### config.mk
export PLATFORM = sky130hd
export DESIGN_NAME = v1_filter_trigger_ctrl
export DESIGN_NICKNAME = d
export VERILOG_FILES = /design/src/rtl/package_settings.sv /design/src/rtl/v1_parameters.sv /design/src/rtl/v1_trig_baseline.sv /design/src/rtl/v1_filter_trigger_ctrl.sv
export SDC_FILE = /design/constraint.sdc
export NUM_CORES = 1
export LEC_CHECK = 0
export BUFFER_PORTS_ARGS = -buffer_cell sky130_fd_sc_hd__buf_2
export CORE_AREA = 5 5 144 146
export DETAILED_ROUTE_END_ITERATION = 8
export DIE_AREA = 0 0 149 151
export PLACE_DENSITY = 0.63
export SYNTH_ARGS = -nofsm -noshare
export SYNTH_HDL_FRONTEND = slang
export SYNTH_SLANG_ARGS = --single-unit
### constraint.sdc
create_clock -name clk -period 7.7 [get_ports clk]
set_clock_uncertainty 0.15 [all_clocks]
set_input_delay 1.925 -clock clk [delete_from_list [all_inputs] [get_ports clk]]
set_output_delay 1.925 -clock clk [all_outputs]
set_load 0.03 [all_outputs]
### src/rtl/package_settings.sv
// Shared data-path sizing for the v1 acquisition chain.
package package_settings;
  localparam int SIZE_FILTER_DATA = 16;
endpackage

### src/rtl/v1_parameters.sv
// Trigger controller types, defaults and the saturating amplitude helper.
package v1_parameters;
  import package_settings::*;

  localparam int PEAK_WIN_DEF  = 16;
  localparam int DEAD_TIME_DEF = 32;
  localparam int TS_W_DEF      = 32;

  typedef enum logic [2:0] {TRG_IDLE, TRG_ARMED, TRG_PEAK, TRG_HOLD, TRG_DEAD} trg_state_t;

  typedef struct packed {
    logic signed [SIZE_FILTER_DATA-1:0] amp;
    logic [TS_W_DEF-1:0]                ts;
    logic                               pileup;
  } event_rec_t;

  // a - b clipped to the signed sample range
  function automatic logic signed [SIZE_FILTER_DATA-1:0] sat_sub(
    input logic signed [SIZE_FILTER_DATA-1:0] a,
    input logic signed [SIZE_FILTER_DATA-1:0] b
  );
    logic signed [SIZE_FILTER_DATA:0] d;
    d = $signed({a[SIZE_FILTER_DATA-1], a}) - $signed({b[SIZE_FILTER_DATA-1], b});
    if (d[SIZE_FILTER_DATA] != d[SIZE_FILTER_DATA-1])
      sat_sub = d[SIZE_FILTER_DATA] ? {1'b1, {(SIZE_FILTER_DATA-1){1'b0}}}
                                    : {1'b0, {(SIZE_FILTER_DATA-1){1'b1}}};
    else
      sat_sub = d[SIZE_FILTER_DATA-1:0];
  endfunction
endpackage

### src/rtl/v1_trig_baseline.sv
// Running 16-sample sum of the filter output; baseline = sum/16 once 16 samples are in, else 0.
// One cycle from sample to sum; no backpressure, clear restarts the sum and sample count.
module v1_trig_baseline
  import package_settings::*;
(
  input  logic                               clk,
  input  logic                               reset,
  input  logic                               clear,
  input  logic signed [SIZE_FILTER_DATA-1:0] sample,
  output logic signed [SIZE_FILTER_DATA-1:0] baseline
);
  localparam int DW = SIZE_FILTER_DATA;

  logic signed [DW-1:0] line [16];
  logic signed [DW+3:0] sum;
  logic [4:0]           count;
  logic                 full;

  assign full     = count[4];
  assign baseline = full ? sum[DW+3:4] : '0;

  // Delay-line contents are only consumed once count shows 16 fresh samples.
  always_ff @(posedge clk) begin
    if (!clear) begin
      line[0] <= sample;
      for (int i = 1; i < 16; i++) line[i] <= line[i-1];
    end
  end

  always_ff @(posedge clk or negedge reset) begin
    if (!reset) begin
      sum   <= '0;
      count <= '0;
    end else if (clear) begin
      sum   <= '0;
      count <= '0;
    end else begin
      sum <= sum + $signed({{4{sample[DW-1]}}, sample})
                 - (full ? $signed({{4{line[15][DW-1]}}, line[15]}) : $signed((DW+4)'(0)));
      if (!full) count <= count + 5'd1;
    end
  end
endmodule

### src/rtl/v1_filter_trigger_ctrl.sv
// Threshold trigger, peak search and pile-up flag behind the v1 filter; record valid PEAK_WIN cycles after the crossing.
// Record held under valid/ready backpressure, then DEAD_TIME cycles of dead time; V1_TRIG_BASELINE_EN adds baseline subtraction.
module v1_filter_trigger_ctrl
  import package_settings::*;
  import v1_parameters::*;
#(
  parameter int PEAK_WIN  = PEAK_WIN_DEF,
  parameter int DEAD_TIME = DEAD_TIME_DEF,
  parameter int TS_W      = TS_W_DEF,
  parameter int LOST_W    = 16
) (
  input  logic                               reset,
  input  logic                               clk,
  input  logic                               enable,
  input  logic signed [SIZE_FILTER_DATA-1:0] threshold,
  input  logic signed [SIZE_FILTER_DATA-1:0] filter_data,
  output logic                               event_valid,
  input  logic                               event_ready,
  output logic signed [SIZE_FILTER_DATA-1:0] event_amp,
  output logic [TS_W-1:0]                    event_ts,
  output logic                               event_pileup,
  output logic                               busy,
  output logic [LOST_W-1:0]                  lost_count
);
  localparam int DW = SIZE_FILTER_DATA;

  trg_state_t           state, state_nxt;
  logic [TS_W-1:0]      ts_cnt, ts_cap;
  logic signed [DW-1:0] prev_sample, max_q;
  logic [7:0]           win_cnt;
  logic [9:0]           dead_cnt;
  logic                 pileup_q, below_q;
  logic                 rise, window_done, dead_done;

  assign rise        = (filter_data > threshold) && (prev_sample <= threshold);
  assign window_done = (win_cnt == 8'(PEAK_WIN - 1));
  assign dead_done   = (dead_cnt == 10'd1);

  always_ff @(posedge clk or negedge reset) begin
    if (!reset) state <= TRG_IDLE;
    else        state <= state_nxt;
  end

  always_comb begin
    state_nxt = state;
    case (state)
      TRG_IDLE:  if (enable) state_nxt = TRG_ARMED;
      TRG_ARMED: if (rise) state_nxt = TRG_PEAK;
                 else if (!enable) state_nxt = TRG_IDLE;
      TRG_PEAK:  if (window_done) state_nxt = TRG_HOLD;
      TRG_HOLD:  if (event_ready) state_nxt = TRG_DEAD;
      TRG_DEAD:  if (dead_done) state_nxt = enable ? TRG_ARMED : TRG_IDLE;
      default:   state_nxt = TRG_IDLE;
    endcase
  end

  always_comb begin
    event_valid = (state == TRG_HOLD);
    busy        = (state == TRG_PEAK) || (state == TRG_HOLD) || (state == TRG_DEAD);
  end

  always_ff @(posedge clk or negedge reset) begin
    if (!reset) begin
      ts_cnt      <= '0;
      prev_sample <= '0;
      ts_cap      <= '0;
      max_q       <= '0;
      win_cnt     <= '0;
      dead_cnt    <= '0;
      pileup_q    <= 1'b0;
      below_q     <= 1'b0;
      lost_count  <= '0;
    end else begin
      ts_cnt      <= ts_cnt + 1'b1;
      prev_sample <= filter_data;
      case (state)
        TRG_ARMED: if (rise) begin
          max_q    <= filter_data;
          ts_cap   <= ts_cnt;
          win_cnt  <= 8'd1;
          pileup_q <= 1'b0;
          below_q  <= 1'b0;
        end
        TRG_PEAK: begin
          if (filter_data > max_q) max_q <= filter_data;
          if (filter_data <= threshold) below_q <= 1'b1;
          // only a re-crossing after the pulse dropped back counts as pile-up
          if (below_q && rise) pileup_q <= 1'b1;
          win_cnt <= win_cnt + 8'd1;
        end
        TRG_HOLD: if (event_ready) dead_cnt <= 10'(DEAD_TIME);
        TRG_DEAD: dead_cnt <= dead_cnt - 10'd1;
        default: ;
      endcase
      if ((state == TRG_HOLD || state == TRG_DEAD) && rise && !(&lost_count))
        lost_count <= lost_count + 1'b1;
    end
  end

  assign event_ts     = ts_cap;
  assign event_pileup = pileup_q;

`ifdef V1_TRIG_BASELINE_EN
  logic signed [DW-1:0] baseline, base_frz;

  v1_trig_baseline u_baseline (
    .clk      (clk),
    .reset    (reset),
    .clear    (state != TRG_ARMED),
    .sample   (filter_data),
    .baseline (baseline)
  );

  always_ff @(posedge clk or negedge reset) begin
    if (!reset) base_frz <= '0;
    else if (state == TRG_ARMED && rise) base_frz <= baseline;
  end

  assign event_amp = sat_sub(max_q, base_frz);
`else
  assign event_amp = max_q;
`endif
endmodule

==> results of run 1 <==
layer usage:
layer / vias up / share of wire [%]
li1: 2303 / -
met1: 2271 / 46
met2: 102 / 46
met3: 25 / 5.1
met4: 0 / 2.5
met5: - / 0
sequential cells by signal, indices dropped and copies added (netlist names):
signal        count
event_amp        16
below_q           1
dead_cnt         10
win_cnt           8
ts_cnt           32
event_ts         32
lost_count       16
prev_sample      16
event_pileup      1
state             3
through the flow:
step	setup WS, ps	utilization (%)
final	2550	41.7
after floorplan	3280	-
after CTS	2500	41.7
after detailed placement	2070	38.7
after global placement	2110	38.7
after global routing	2230	41.7
cell usage in the layout (no fill, tap or decap), types with 4 or more instances in the layout:
| cell | Yosys | layout |
|---|---|---|
| dfrtp_1 | 135 | 135 |
| buf_2 | 2 | 101 |
| ha_1 | 53 | 53 |
| inv_1 | 41 | 41 |
| nand2_1 | 40 | 40 |
| mux2_2 | 39 | 39 |
| xnor2_1 | 37 | 37 |
| nand3_1 | 35 | 35 |
| nor2_1 | 27 | 27 |
| a21oi_1 | 24 | 24 |
| nand4_1 | 18 | 18 |
| and3_1 | 17 | 17 |
| clkbuf_16 | 0 | 17 |
| o21ai_0 | 13 | 13 |
| xor2_1 | 10 | 10 |
| mux2_4 | 10 | 10 |
| nor3_1 | 9 | 9 |
| o211ai_1 | 7 | 7 |
| o31ai_1 | 5 | 5 |
| inv_6 | 0 | 4 |
report_power, final:
group	switching, mW	leakage, nW	internal (mW)
Clock	0.323	0.276	0.478
Combinational	0.432	1.98	0.288
Sequential	0.101	1.76	0.827
kinds of logic after synthesis:
family                   Yosys count  synth area share, %
XOR/XNOR                          47                 6.19
AND/OR/NAND/NOR                  168                 12.8
flip-flops                       135                 50.8
adder cells (fa/ha/maj)           53                 9.96
buffers and inverters             51                 3.33
multiplexers                      51                 9.16
AO/OA/AOI/OAI                     76                 7.77
worst max-delay path, stage by stage:
cell and delay [ps]:
buf_2 80, inv_1 60, ha_1 330, nand4_2 170, nor4_2 330, a21bo_1 240
a21oi_1 140, o31a_1 760, nand2_2 740, mux2_2 510
how the worst min path moves through the flow:
stage	slack (ps)	end	startpoint
2_1_floorplan	290	ts_cnt[31]	ts_cnt[31]
3_3_place_gp	310	dead_cnt[8]	dead_cnt[8]
3_5_place_dp	320	ts_cnt[31]	ts_cnt[31]
4_1_cts	330	ts_cnt[31]	ts_cnt[31]
5_1_grt	350	dead_cnt[8]	dead_cnt[8]
6_report	320	ts_cnt[31]	ts_cnt[31]
cell type report:
class | count | area, µm²
Fill cell | 1887 | 11200
Inverter | 41 | 154
Tap cell | 265 | 332
Clock inverter | 14 | 150
Sequential cell | 135 | 3380
Clock buffer | 17 | 425
Timing Repair Buffer | 104 | 532
Multi-Input combinational cell | 395 | 3060
==> results.py, run 1 <==
metrics = {
    "placement": {
        "place.gp.congestion": 0.788,
        "dp_hpwl_mm": 10.3,
        "dp.cells": 940,
        "dpl_cell_area_um2": 7450,
        "io_buffers": 102,
    },
    "routing": {
        "ant_nets": 0,
        "drc": 0,
        "avgViaCountPerCell": 4.84,
        "initialDrtViolationCount": 185,
        "drt-pass1-iter-count": 4,
        "vias": 4701,
        "wl_per_cell_um": 14.6,
        "totalWireLength_mm": 14.1,
    },
    "critical_path": {
        "end_kind": "flop",
        "cp_max_fo": 35,
        "arrival_ps": 5300,
        "crit_end": "event_ts[9]",
        "reg2reg_to": "event_ts[9]",
        "reg2reg_slack_ps": 3830,
        "crit_required_ps": 7850,
        "crit_type": "in2reg",
        "crit_path_start": "threshold[14]",
        "cp-start-kind": "input pin",
        "r2r-start": "prev_sample[14]",
        "reg2reg_depth": 8,
    },
    "sta": {
        "slew_headroom_pct": 29.1,
        "setup_tns_ps": 0,
        "fin_crit_sh_pct": 66.9,
        "whs_ps": 320,
        "finalCriticalPeriod_ps": 5150,
        "hold_viol_final": 0,
        "worst_slew_pin_slew_ps": 1060,
        "fmax_ghz": 0.194,
        "setup_violations": 0,
        "finalMaxSlewViolations": 0,
        "rsz0062_at_grt": "false",
    },
    "final_layout": {
        "final_nets": 783,
        "fin_cells": 971,
        "diodes": 0,
        "drive_gt1_share_pct": 27.1,
        "fin_area_um2": 8030,
        "syn_to_final_growth_pct": 20.6,
    },
    "pwr": {
        "leakage_nw": 4.01,
        "p_per_area_nw_per_um2": 305,
        "power_mw": 2.45,
        "ir_drop_mv": 0.149,
    },
    "clock_network": {
        "cts_root_buffer": "clkbuf_16",
        "cts_made_buffers": 17,
        "cts_sinks": 135,
        "cts_hold_buf": 0,
        "post_cts_buffers": 0,
        "clk_pin_slew_worst_paths_ps": 60,
        "clk_latency_ps": 420,
        "post_cts_resized": 0,
        "cts_tree": "done",
        "htree_levels": 4,
        "clockBufferDepth": 2,
    },
    "synth": {
        "synth_cell_types": 54,
        "post-synth-top-area-cell": "dfrtp_1",
        "yosysMostFrequentCell": "dfrtp_1",
        "synth-edff-count": 0,
        "synthTopCellsByCount": "dfrtp_1, ha_1, inv_1, nand2_1, mux2_2",
        "ys.flop_type": "dfrtp_1",
        "syn_area_um2": 6660,
        "ys_async_sr_fraction_pct": 100,
        "ys_ff_latch": 135,
        "synth_area_leaders": "dfrtp_1, ha_1, mux2_2",
        "ys_seq_area_share_pct": 50.8,
        "yosys_warnings": 0,
        "syn_area_per_cell_um2": 11.5,
        "syn_inst": 581,
        "synth_nets": 670,
        "synth_top_area_share_pct": 50.8,
    },
    "floorplan": {
        "fp.coreArea_um2": 19300,
        "row_count": 51,
        "boundaryPins": 103,
        "die_h_um": 151,
        "fp.dieW_um": 149,
        "start_util_pct": 34.5,
        "die_area_um2": 22500,
    },
    "global_route": {
        "grt_pass1_vias": 4760,
        "use_met2_pct": 21.0,
        "met3_usage_pct": 4.22,
        "use_met1_pct": 16.3,
        "grt_first_pass_wirelength_mm": 23.4,
        "antenna_found_initial": 0,
        "grt_max_degree": 84,
        "busiest_layer": "met2",
        "grtUsageTotal_pct": 13.0,
        "grt-ovfl-total": 0,
    },
    "run_status": {
        "status": "completed",
    },
    "worst_hold_path": {
        "hold_path.class": "reg2reg",
        "min_path_cells": 1,
    },
    "flow_run": {
        "maxCapViolations": 0,
    },
}
Note: power is estimated with default switching activity, not from simulation.
==> run 2: changes to the inputs <==
- PLACE_DENSITY: 0.63 -> 0.65
- clock period: 7.7 -> 4.25 ns (I/O delays scaled with it)
==> run 2 against run 1 <==
Net effect:
- clock power rose by 80%
- clock-buffer cell count up 2
- cell area is 0.86% higher
- via count up 0.15%
- critical path type unchanged
==> results.py, run 2 (synthesis results as in run 1) <==
metrics = {
    "sta": {
        "slew_headroom_pct": 29.4,
        "hold_viol_final": 0,
        "setup_violations": 0,
        "fin_crit_sh_pct": 84.0,
        "setup_tns_ps": 0,
        "worst_slew_pin_slew_ps": 1050,
        "fmax_ghz": 0.280,
        "finalMaxSlewViolations": 0,
        "finalCriticalPeriod_ps": 3570,
        "rsz0062_at_grt": "false",
    },
    "critical_path": {
        "cpMaxStageDelayCell": "a2111oi_0",
        "timing.critical_path.cells": "buf_2, ha_1, a21o_1, a2111oi_0, o31ai_1, o31a_1, o31a_1, a22oi_4, buf_4, mux2_2",
        "crit_buf_inv": 2,
        "reg2reg_slack_ps": 1270,
        "crit_required_ps": 4380,
        "crit_top_cell": "o31a_1",
        "end_kind": "flop",
        "cp_max_fo": 8,
        "reg2reg_to": "event_amp[15]",
        "slowest_delay_ps": 600,
        "r2r-start": "prev_sample[14]",
        "cp-start-kind": "input pin",
        "crit_type": "in2reg",
        "path_delay_family": "compound AO/OA/AOI/OAI gates",
        "arrival_ps": 3700,
        "reg2reg_depth": 9,
    },
    "final_layout": {
        "fin_area_um2": 8100,
        "drive_gt1_share_pct": 27.4,
        "layout_common_cells": "dfrtp_1, buf_2, ha_1",
        "syn_to_final_growth_pct": 21.6,
        "diodes": 0,
        "final_nets": 788,
        "mostFrequentLayoutCell": "dfrtp_1",
    },
    "clock_network": {
        "cts_hold_buf": 0,
        "post_cts_buffers": 0,
        "clockBufferDepth": 2,
        "cts_sinks": 135,
        "cts_made_buffers": 17,
        "cts_tree": "done",
        "clk_pin_slew_worst_paths_ps": 50,
        "post_cts_resized": 0,
        "clk_latency_ps": 410,
        "htree_levels": 4,
        "cts_root_buffer": "clkbuf_16",
    },
    "pwr": {
        "p_sw_mw": 1.55,
        "ir_drop_mv": 0.309,
        "pwr-share-comb_pct": 30.0,
        "power_mw": 4.46,
        "leakage_nw": 4.05,
        "p_per_area_nw_per_um2": 551,
        "p_seq_share_pct": 37.7,
        "swShare_pct": 34.8,
        "p_int_mw": 2.91,
        "p_clk_share_pct": 32.3,
    },
    "floorplan": {
        "row_count": 51,
        "fp.coreArea_um2": 19300,
        "start_util_pct": 34.5,
        "die_area_um2": 22500,
        "die_h_um": 151,
        "boundaryPins": 103,
        "fp.dieW_um": 149,
    },
    "worst_hold_path": {
        "min_from": "ts_cnt[31]",
        "hold_path.class": "reg2reg",
        "min_path_cells": 1,
        "min_to": "ts_cnt[31]",
    },
    "global_route": {
        "antenna_found_initial": 0,
        "grt_pass1_vias": 4884,
        "grt-ovfl-total": 0,
        "grt_first_pass_wirelength_mm": 24.2,
        "grt_max_degree": 72,
        "grtUsageTotal_pct": 13.3,
    },
    "routing": {
        "ant_nets": 0,
        "drt-pass1-iter-count": 6,
        "vias": 4708,
        "initialDrtViolationCount": 199,
        "avgViaCountPerCell": 4.82,
        "wl_per_cell_um": 14.4,
        "drc": 0,
        "totalWireLength_mm": 14.1,
    },
    "placement": {
        "place.gp.congestion": 0.797,
        "dpl_cell_area_um2": 7510,
        "dp_hpwl_mm": 10.2,
        "io_buffers": 102,
    },
    "run_status": {
        "status": "completed",
    },
    "flow_run": {
        "maxCapViolations": 0,
    },
}
[run 2: how the worst max path moves through the flow]
stage / start / endpoint / slack, ps / cells after the start
detailed placement: threshold[13] / event_amp[15] / 230 / 11
CTS: threshold[13] / event_amp[15] / 670 / 11
floorplan: threshold[14] / event_amp[10] / 690 / 10
finish: filter_data[13] / event_amp[15] / 680 / 10
global route: threshold[13] / win_cnt[0] / 490 / 11
global placement: threshold[13] / event_amp[15] / 190 / 11
[run 2: metal layers]
| metal | GRT usage [%] | wire, µm |
|---|---|---|
| met2 | 21.1 | 6560 |
| met4 | 4.30 | 232 |
| met3 | 4.40 | 686 |
| met1 | 17.2 | 6600 |
| met5 | 0 | 0 |
[run 2: layout make-up]
| class | instances | area [µm²] |
|---|---|---|
| clock buffers | 19 | 433 |
| fillers | 1887 | 11200 |
| multi-input cells | 395 | 3060 |
| flip-flops and latches | 135 | 3380 |
| repair buffers | 109 | 594 |
| clock inverters | 13 | 149 |
| inverters | 41 | 154 |
| well taps | 265 | 332 |
[run 2: per-stage QoR]
step                setup WS (ps)  cells  utilization, %  hold slack (ps)
floorplan                     693    581               -              292
global placement              192    945            39.0              306
detailed placement            234    945            39.0              318
CTS                           674    977            42.0              326
global route                  489    977            42.0              357
finish                        682    977            42.0              323
[run 2: power by group through the flow]
stage	clock (mW)	combinational, mW	sequential (mW)
global route	1.55	1.48	1.71
floorplan	0	0.753	1.90
detailed placement	0	1.35	1.70
finish	1.44	1.34	1.68
CTS	1.50	1.35	1.68
global placement	0	1.32	1.70
==> run 3: changes to the inputs <==
- clock period: 4.25 -> 3.1 ns (I/O delays scaled with it)
==> run 3 against run 2 <==
Net effect:
- clock power is 36% higher
- via count is 5.1% higher
- cell area is 6.3% higher
- flip-flop and latch count stayed put
- critical endpoint is now event_amp[3]
- largest cell class unchanged
- highest routed layer unchanged
==> results.py, run 3 (synthesis results as in run 1) <==
metrics = {
    "global_route": {
        "grt-ovfl-total": 0,
        "antenna_found_initial": 0,
        "grt_first_pass_wirelength_mm": 24.4,
        "grtUsageTotal_pct": 13.5,
        "grt_pass1_vias": 4904,
        "grt_max_degree": 86,
    },
    "placement": {
        "place_worst_setup_slack_ps": -375,
        "dpl_cell_area_um2": 7980,
        "place.gp.congestion": 0.784,
        "io_buffers": 102,
        "dp.cells": 989,
        "dp_hpwl_mm": 10.8,
    },
    "critical_path": {
        "end_kind": "flop",
        "crit_path_start": "threshold[7]",
        "crit_buf_inv": 3,
        "slowest_delay_ps": 340,
        "crit_type": "in2reg",
        "crit_required_ps": 3250,
        "timing.critical_path.cells": "buf_2, inv_12, ha_4, nand4_1, nor4_2, a21bo_1, and3_1, o31a_1, a22oi_4, buf_12, mux2_2",
        "r2r-start": "prev_sample[5]",
        "cpMaxStageDelayCell": "mux2_2",
        "reg2reg_slack_ps": 260,
        "path_delay_family": "compound AO/OA/AOI/OAI gates",
        "cp_max_fo": 8,
        "reg2reg_to": "event_amp[3]",
        "cp-start-kind": "input pin",
        "reg2reg_depth": 9,
        "arrival_ps": 3120,
    },
    "sta": {
        "worst_slew_pin_slew_ps": 645,
        "fin_crit_sh_pct": 96.0,
        "hold_viol_final": 0,
        "fmax_ghz": 0.336,
        "whs_ps": 19.3,
        "fin_ws_ps": 123,
        "setup_violations": 0,
        "finalCriticalPeriod_ps": 2980,
        "slew_headroom_pct": 56.8,
        "finalMaxSlewViolations": 0,
    },
    "routing": {
        "wl_per_cell_um": 14.4,
        "initialDrtViolationCount": 212,
        "totalWireLength_mm": 14.7,
        "drc": 0,
        "avgViaCountPerCell": 4.82,
        "vias": 4947,
        "drt-pass1-iter-count": 4,
        "ant_nets": 0,
    },
    "run_status": {
        "status": "completed",
    },
    "clock_network": {
        "cts_made_buffers": 17,
        "cts_sinks": 135,
        "cts_tree": "done",
        "htree_levels": 4,
        "clk_pin_slew_worst_paths_ps": 60,
        "clk_latency_ps": 420,
        "clockBufferDepth": 2,
        "cts_root_buffer": "clkbuf_16",
    },
    "floorplan": {
        "boundaryPins": 103,
        "fp.coreArea_um2": 19300,
        "start_util_pct": 34.5,
        "fp.dieW_um": 149,
        "row_count": 51,
        "die_h_um": 151,
        "die_area_um2": 22500,
    },
    "pwr": {
        "leakage_nw": 4.30,
        "ir_drop_mv": 0.379,
        "p_per_area_nw_per_um2": 727,
        "power_mw": 6.26,
    },
    "final_layout": {
        "final_nets": 838,
        "drive_gt1_share_pct": 33.9,
        "diodes": 0,
        "syn_to_final_growth_pct": 29.3,
        "mostFrequentLayoutCell": "dfrtp_1",
        "fin_area_um2": 8610,
        "fin_cells": 1026,
        "layout_common_cells": "dfrtp_1, buf_2, buf_4",
    },
    "flow_run": {
        "maxCapViolations": 0,
    },
    "worst_hold_path": {
        "hold_path.class": "in2async",
    },
}
run 3: cell types whose count changed in the layout (fill, tap and decap cells not counted), moves of 2 or more:
cell / change
a2111oi_0: -2
a2111oi_2: +2
buf_12: +2
buf_4: +46
ha_1: -6
ha_4: +6
inv_1: -4
inv_4: +2
inv_6: -2
run 3: layout make-up:
class | count | area [µm²]
clock buffer | 20 | 447
clock inverter | 11 | 128
fill | 1894 | 10700
inverter | 41 | 179
multi-input combinational | 395 | 3150
sequential | 135 | 3380
tap | 265 | 332
timing repair buffer | 159 | 996
run 3: how the worst max path moves through the flow:
stage | to | slack [ps] | depth (start not counted)
3_3_place_gp | event_amp[15] | -350 | 11
2_1_floorplan | event_amp[10] | -100 | 10
6_report | event_amp[3] | 120 | 11
4_1_cts | event_amp[3] | 60 | 11
5_1_grt | event_amp[3] | -10 | 12
3_5_place_dp | event_amp[3] | -380 | 11
run 3: repair_timing:
item                                   in CTS  in global routing
setup endpoints to repair                   0                 70
hold buffers                                0                  0
resized for setup                           0                  4
endpoints found under the hold margin       0                  0
setup buffers                               0                  5
run 3: routing by layer:
metal  global-route usage (%)  up-vias  routed length (µm)
met5                        0        -                   0
met4                     3.89        0                 214
met3                     3.83       19                 715
met2                     21.4      108                6960
met1                     18.1     2405                6850
li1                         -     2415                   -
run 3: stage by stage:
step | setup TNS [ps] | utilization (%)
final | 0 | 44.7
after global routing | -21.2 | 44.7
after CTS | 0 | 44.4
after detailed placement | -21510 | 41.4
after global placement | -19830 | 41.4
after floorplan | -1040 | -
run 3: report_power, final:
part / total (mW) / internal (mW) / switching (mW) / leakage (nW)
Combinational: 1.99 / 0.851 / 1.13 / 2.27
Sequential: 2.31 / 2.05 / 0.256 / 1.76
Clock: 1.96 / 1.20 / 0.762 / 0.272
Total: 6.26 / 4.11 / 2.15 / 4.30
